**config.mk**
```make
export PLATFORM = sky130hd
export DESIGN_NAME = text_console
export DESIGN_NICKNAME = d
export VERILOG_FILES = /design/src/rtl/console_pkg.sv /design/src/rtl/console_clear_seq.sv /design/src/rtl/text_console.sv
export SDC_FILE = /design/constraint.sdc
export NUM_CORES = 1
export LEC_CHECK = 0
export CAP_MARGIN = 20
export CORE_MARGIN = 8
export CORE_UTILIZATION = 59
export CTS_CLUSTER_DIAMETER = 80
export DETAILED_ROUTE_END_ITERATION = 10
export PLACE_DENSITY_LB_ADDON = 0.12
export REMOVE_ABC_BUFFERS = 1
export SYNTH_ARGS = -nofsm -noshare
export SYNTH_HDL_FRONTEND = slang
export SYNTH_SLANG_ARGS = --single-unit
```
**constraint.sdc**
```tcl
create_clock -name clk48 -period 5.7 [get_ports clk48]
set_input_delay 0.57 -clock clk48 [delete_from_list [all_inputs] [get_ports clk48]]
set_output_delay 0.57 -clock clk48 [all_outputs]
set_load 0.01 [all_outputs]
```
**src/rtl/console_pkg.sv**
```systemverilog
// Shared character codes and FSM state encoding for the byte-stream text console.
package console_pkg;

  localparam logic [7:0] CH_BS  = 8'h08;
  localparam logic [7:0] CH_TAB = 8'h09;
  localparam logic [7:0] CH_LF  = 8'h0A;
  localparam logic [7:0] CH_FF  = 8'h0C;
  localparam logic [7:0] CH_CR  = 8'h0D;
  localparam logic [7:0] CH_DEL = 8'h7F;

  typedef enum logic [1:0] {
    ST_IDLE,
    ST_CLR_LINE,
    ST_CLR_SCREEN
  } state_t;

endpackage

```
**src/rtl/console_clear_seq.sv**
```systemverilog
// Column/row sweep counter that supplies blanking addresses for a single line or the
// whole screen; done flags the final cell of the current sweep.
module console_clear_seq #(
  parameter int COLS     = 160,
  parameter int ROWS     = 64,
  parameter int COL_BITS = 8,
  parameter int ROW_BITS = 6
) (
  input  logic                clk48,
  input  logic                rst_n,
  input  logic                start_line,
  input  logic                start_screen,
  input  logic [ROW_BITS-1:0] line_row,
  input  logic                step,
  output logic [COL_BITS-1:0] col,
  output logic [ROW_BITS-1:0] row,
  output logic                done
);

  localparam logic [COL_BITS-1:0] LAST_COL = COL_BITS'(COLS - 1);
  localparam logic [ROW_BITS-1:0] LAST_ROW = ROW_BITS'(ROWS - 1);

  logic line_mode;

  // Reset leaves the counter at (0,0) in screen mode, ready for a clear-on-reset sweep.
  always_ff @(posedge clk48 or negedge rst_n) begin
    if (!rst_n) begin
      col       <= '0;
      row       <= '0;
      line_mode <= 1'b0;
    end else if (start_screen) begin
      col       <= '0;
      row       <= '0;
      line_mode <= 1'b0;
    end else if (start_line) begin
      col       <= '0;
      row       <= line_row;
      line_mode <= 1'b1;
    end else if (step) begin
      if (col == LAST_COL) begin
        col <= '0;
        if (!line_mode) row <= (row == LAST_ROW) ? '0 : row + 1'b1;
      end else begin
        col <= col + 1'b1;
      end
    end
  end

  assign done = (col == LAST_COL) && (line_mode || (row == LAST_ROW));

endmodule

```
**src/rtl/text_console.sv**
```systemverilog
// Text terminal front end: consumes a valid/ready byte stream, writes printable bytes at
// the cursor into the VGA text RAM and interprets CR, LF, BS, TAB and FF.
module text_console
  import console_pkg::*;
#(
  parameter int         COLS           = 160,
  parameter int         ROWS           = 64,
  parameter int         COL_BITS       = 8,
  parameter int         ROW_BITS       = 6,
  parameter int         TAB_WIDTH      = 8,
  parameter logic [7:0] BLANK_CHAR     = 8'h20,
  parameter bit         CLEAR_ON_RESET = 1'b1
) (
  input  logic                         clk48,
  input  logic                         rst_n,
  input  logic [7:0]                   in_data,
  input  logic                         in_valid,
  output logic                         in_ready,
  output logic [ROW_BITS+COL_BITS-1:0] vga_waddr,
  output logic [7:0]                   vga_wdata,
  output logic                         vga_wr_en,
  output logic [COL_BITS-1:0]          cursor_col,
  output logic [ROW_BITS-1:0]          cursor_row,
  output logic                         busy
);

  localparam logic [COL_BITS-1:0] LAST_COL = COL_BITS'(COLS - 1);
  localparam logic [ROW_BITS-1:0] LAST_ROW = ROW_BITS'(ROWS - 1);
  localparam logic [COL_BITS:0]   TAB_MASK = (COL_BITS + 1)'(TAB_WIDTH - 1);
  localparam logic [COL_BITS:0]   COLS_W   = (COL_BITS + 1)'(COLS);

  // Handshake: a byte transfers on every rising clk48 edge where in_valid && in_ready;
  // in_ready is high only in IDLE, and the producer must hold in_data stable until then.
  state_t state;

  logic                accept, printable, newline_evt, tab_wrap;
  logic [COL_BITS:0]   tab_next;
  logic [ROW_BITS-1:0] next_row;
  logic [COL_BITS-1:0] clr_col;
  logic [ROW_BITS-1:0] clr_row;
  logic                clr_done;

  assign in_ready = (state == ST_IDLE);
  assign accept   = in_valid && in_ready;

  always_comb begin
    printable   = (in_data >= 8'h20) && (in_data != CH_DEL);
    next_row    = (cursor_row == LAST_ROW) ? '0 : cursor_row + 1'b1;
    tab_next    = ({1'b0, cursor_col} | TAB_MASK) + 1'b1;
    tab_wrap    = (tab_next >= COLS_W);
    newline_evt = (printable && (cursor_col == LAST_COL)) ||
                  (in_data == CH_LF) ||
                  ((in_data == CH_TAB) && tab_wrap);
  end

  console_clear_seq #(
    .COLS     (COLS),
    .ROWS     (ROWS),
    .COL_BITS (COL_BITS),
    .ROW_BITS (ROW_BITS)
  ) u_clear_seq (
    .clk48        (clk48),
    .rst_n        (rst_n),
    .start_line   (accept && newline_evt),
    .start_screen (accept && (in_data == CH_FF)),
    .line_row     (next_row),
    .step         (state != ST_IDLE),
    .col          (clr_col),
    .row          (clr_row),
    .done         (clr_done)
  );

  always_ff @(posedge clk48 or negedge rst_n) begin
    if (!rst_n) begin
      state      <= CLEAR_ON_RESET ? ST_CLR_SCREEN : ST_IDLE;
      busy       <= CLEAR_ON_RESET;
      cursor_col <= '0;
      cursor_row <= '0;
      vga_wr_en  <= 1'b0;
      vga_waddr  <= '0;
      vga_wdata  <= '0;
    end else begin
      vga_wr_en <= 1'b0;
      case (state)
        ST_IDLE: begin
          if (accept) begin
            if (printable) begin
              vga_wr_en <= 1'b1;
              vga_waddr <= {cursor_row, cursor_col};
              vga_wdata <= in_data;
            end
            // Newline (explicit, wrap or TAB overflow) moves down and blanks the new row.
            if (newline_evt) begin
              cursor_col <= '0;
              cursor_row <= next_row;
              state      <= ST_CLR_LINE;
              busy       <= 1'b1;
            end else if (printable) begin
              cursor_col <= cursor_col + 1'b1;
            end else begin
              case (in_data)
                CH_CR:  cursor_col <= '0;
                CH_BS:  if (cursor_col != '0) cursor_col <= cursor_col - 1'b1;
                CH_TAB: cursor_col <= tab_next[COL_BITS-1:0];
                CH_FF: begin
                  cursor_col <= '0;
                  cursor_row <= '0;
                  state      <= ST_CLR_SCREEN;
                  busy       <= 1'b1;
                end
                default: ;
              endcase
            end
          end
        end
        ST_CLR_LINE, ST_CLR_SCREEN: begin
          vga_wr_en <= 1'b1;
          vga_waddr <= {clr_row, clr_col};
          vga_wdata <= BLANK_CHAR;
          if (clr_done) begin
            state <= ST_IDLE;
            busy  <= 1'b0;
          end
        end
        default: begin
          state <= ST_IDLE;
          busy  <= 1'b0;
        end
      endcase
    end
  end

endmodule

```
==> impl_metrics.env <==
export IMPL_n_antenna_cell=0
export IMPL_num_io_pins=50
export IMPL_ctsLongestPathBuffers=2
export IMPL_final_area_um2=3940
export IMPL_drive_above_1_share_pct=5.25
export IMPL_rsz0062_at_grt="no"
export IMPL_root_buffer="clkbuf_8"
export IMPL_detail_route_antenna_nets=0
export IMPL_grt_pass1_wl_mm=13.9
export IMPL_synth_top_area_share_pct=39.7
export IMPL_die_h_um=91.3
export IMPL_tightestPinTransition_ps=1060
export IMPL_finalSetupViolCount=0
export IMPL_yosys_register_bits=55
export IMPL_synth_cell_types=63
export IMPL_yosysTopAreaCell="dfrtp_1"
export IMPL_die_x_um=91.3
export IMPL_place_congestion=0.902
export IMPL_numCtsBuffers=5
export IMPL_final_period_utilization_pct=56.0
export IMPL_dpl_instance_area_um2=3810
export IMPL_cts_tree="done"
export IMPL_vias_per_cell=6.20
export IMPL_grt_overflow_total=0
export IMPL_fin_nets=439
export IMPL_critPathLaunch="in_data[6]"
export IMPL_multiInputGateArea_um2=1770
export IMPL_final_hold_violation_count=0
export IMPL_numClockSinks=55
export IMPL_cellPowerDensity_nw_per_um2=553
export IMPL_ys_async_sr_fraction_pct=100
export IMPL_worst_r2r_endpoint="u_clear_seq.col[2]"
export IMPL_cp_arrival_ps=3370
export IMPL_synth_commonest_cells="nand2_1 (58), dfrtp_1 (53), o21ai_0 (27)"
export IMPL_max_slew_margin_pct=29.4
export IMPL_drtIter0Drc=208
export IMPL_clk_pin_slew_ps=110
export IMPL_num_vias=3045
export IMPL_ctsHtreeMaxLevel=2
export IMPL_worstSetupStartpointType="input pin"
export IMPL_initial_core_util_pct=60.7
export IMPL_setup_tns_ps=0
export IMPL_synth_most_common_cell="nand2_1"
export IMPL_setup_slack_ps=2510
export IMPL_grt_use_total_pct=20.0
export IMPL_reg2regPathDepth=7
export IMPL_slew_violations=0
export IMPL_utilization_pct=71.6
export IMPL_yosysSeqAreaShare_pct=41.2
export IMPL_detail_route_wl_per_cell_um=17.0
export IMPL_grt_pass1_vias=2859
export IMPL_synth_area_leaders="dfrtp_1 (40%), nand2_1 (6.5%), mux2i_1 (4.5%)"
export IMPL_grt_max_degree=56
export IMPL_worstSetupPathType="in2reg"
export IMPL_r2r_start="cursor_col[3]"
export IMPL_nFillCells=436
export IMPL_synth_edff_count=0
export IMPL_timing_final_crit_period_ps=3190
export IMPL_dr_pass1_iters=4
export IMPL_regArea_um2=1380
export IMPL_drc_errors=0
export IMPL_total_power_mw=2.18
export IMPL_place_ws_ps=2160
export IMPL_hold_path_class="in2async"
export IMPL_clk_latency_ps=320
export IMPL_grt_antenna_before_repair=0
export IMPL_fmax_mhz=314
export IMPL_cts_hold_buf=0
export IMPL_ys_flop_type="dfrtp_1"
export IMPL_syn_to_final_growth_pct=17.9
export IMPL_syn_inst=383
export IMPL_cp_required_ps=5880
export IMPL_hpwl_mm=5.87
export IMPL_cts_setup_buffers=0
export IMPL_rows=27
export IMPL_leakagePower_nw=1.63
export IMPL_cp_end_kind="flip-flop"
export IMPL_core_area_um2=5510
export IMPL_dieArea_um2=8330
export IMPL_yosys_warnings=0
export IMPL_clock_skew_ps=21.5
export IMPL_crit_fanout=20
export IMPL_wirelength_mm=8.33
export IMPL_cap_viol_max_count=0
export IMPL_status="finished, final reports clean"
export IMPL_syn_area_per_cell_um2=8.73
export IMPL_r2r_setup_slack_ps=2660
export IMPL_vdd_drop_max_v=0.000292
export IMPL_synth_area_um2=3340
export IMPL_io_buffers=49
export IMPL_post_cts_resized=0
layout make-up:
| cell class | instances | share of cell area (%) |
|---|---|---|
| timing repair buffer | 52 | 13.4 |
| multi-input combinational | 285 | 45.0 |
| clock buffer | 6 | 2.10 |
| clock inverter | 2 | 0.413 |
| tap | 72 | 2.29 |
| sequential | 55 | 35.0 |
| inverter | 19 | 1.81 |
state kept, by name (all words and copies together) (netlist names):
| name | flops |
|---|---|
| state | 2 |
| cursor_row | 6 |
| cursor_col | 8 |
| vga_wdata | 8 |
| u_clear_seq.col | 8 |
| u_clear_seq.row | 6 |
| u_clear_seq.line_mode | 1 |
| busy | 1 |
| vga_wr_en | 1 |
| vga_waddr | 14 |
cells in the final DEF, fill, tap and decap left out, types with 3 or more instances in the layout:
master and instances:
nand2_1 58, dfrtp_1 53, clkdlybuf4s50_1 48, o21ai_0 27
nor2_1 22, inv_1 19, a21oi_1 18, nand3_1 16
mux2i_1 15, nor3_1 13, o21ai_1 11, ha_1 10
xnor2_1 7, nor4_1 6, nand3b_1 6, clkbuf_8 6
and3_1 5, nand4b_1 4, a32o_1 4, o31ai_1 4
or3_1 4, o22ai_1 3, nand2b_1 3, a22o_1 3
o32ai_1 3, a31oi_1 3
per-stage QoR:
step           instances  hold slack, ps
3_5_place_dp         482             455
2_1_floorplan        359             274
6_report             491             368
5_1_grt              491             436
4_1_cts              490             410
3_3_place_gp         482             448
cell families after synthesis:
kind of cell,synth area share (%)
AOI/OAI and AO/OA,20.0
xor gates and xnor gates,2.36
adders and majority gates,3.74
buffers and inverters,5.69
DFF,41.2
muxes,4.49
and+or+nand+nor,22.5
routing by layer:
metal | track usage [%] | up-vias | routed length, um
met5 | 0 | - | 0
met4 | 6.41 | 0 | 161
met3 | 5.10 | 16 | 579
met2 | 31.2 | 123 | 3850
met1 | 26.4 | 1455 | 3730
li1 | - | 1451 | -
worst max-delay path by stage:
| stage | slack, ps | depth (start not counted) | end |
|---|---|---|---|
| 2_1_floorplan | 3230 | 6 | u_clear_seq.row[3] |
| 3_3_place_gp | 2270 | 7 | u_clear_seq.row[3] |
| 3_5_place_dp | 2160 | 7 | u_clear_seq.row[3] |
| 4_1_cts | 2510 | 7 | u_clear_seq.row[3] |
| 5_1_grt | 2310 | 7 | u_clear_seq.col[0] |
| 6_report | 2510 | 7 | u_clear_seq.col[2] |
power breakdown:
part / switching [mW] / total [mW] / internal [mW]
logic: 0.570 / 1.15 / 0.575
clock network: 0.136 / 0.235 / 0.0996
registers: 0.229 / 0.800 / 0.570
total: 0.935 / 2.18 / 1.25
critical path, cell delays in order:
cell             delay [ps]
clkdlybuf4s50_1         510
nor4_1                  340
and4_1                  380
o21a_1                  170
or2_1                   430
o21a_1                  790
o21ai_1                 160
(Power assumes the default switching activity.)
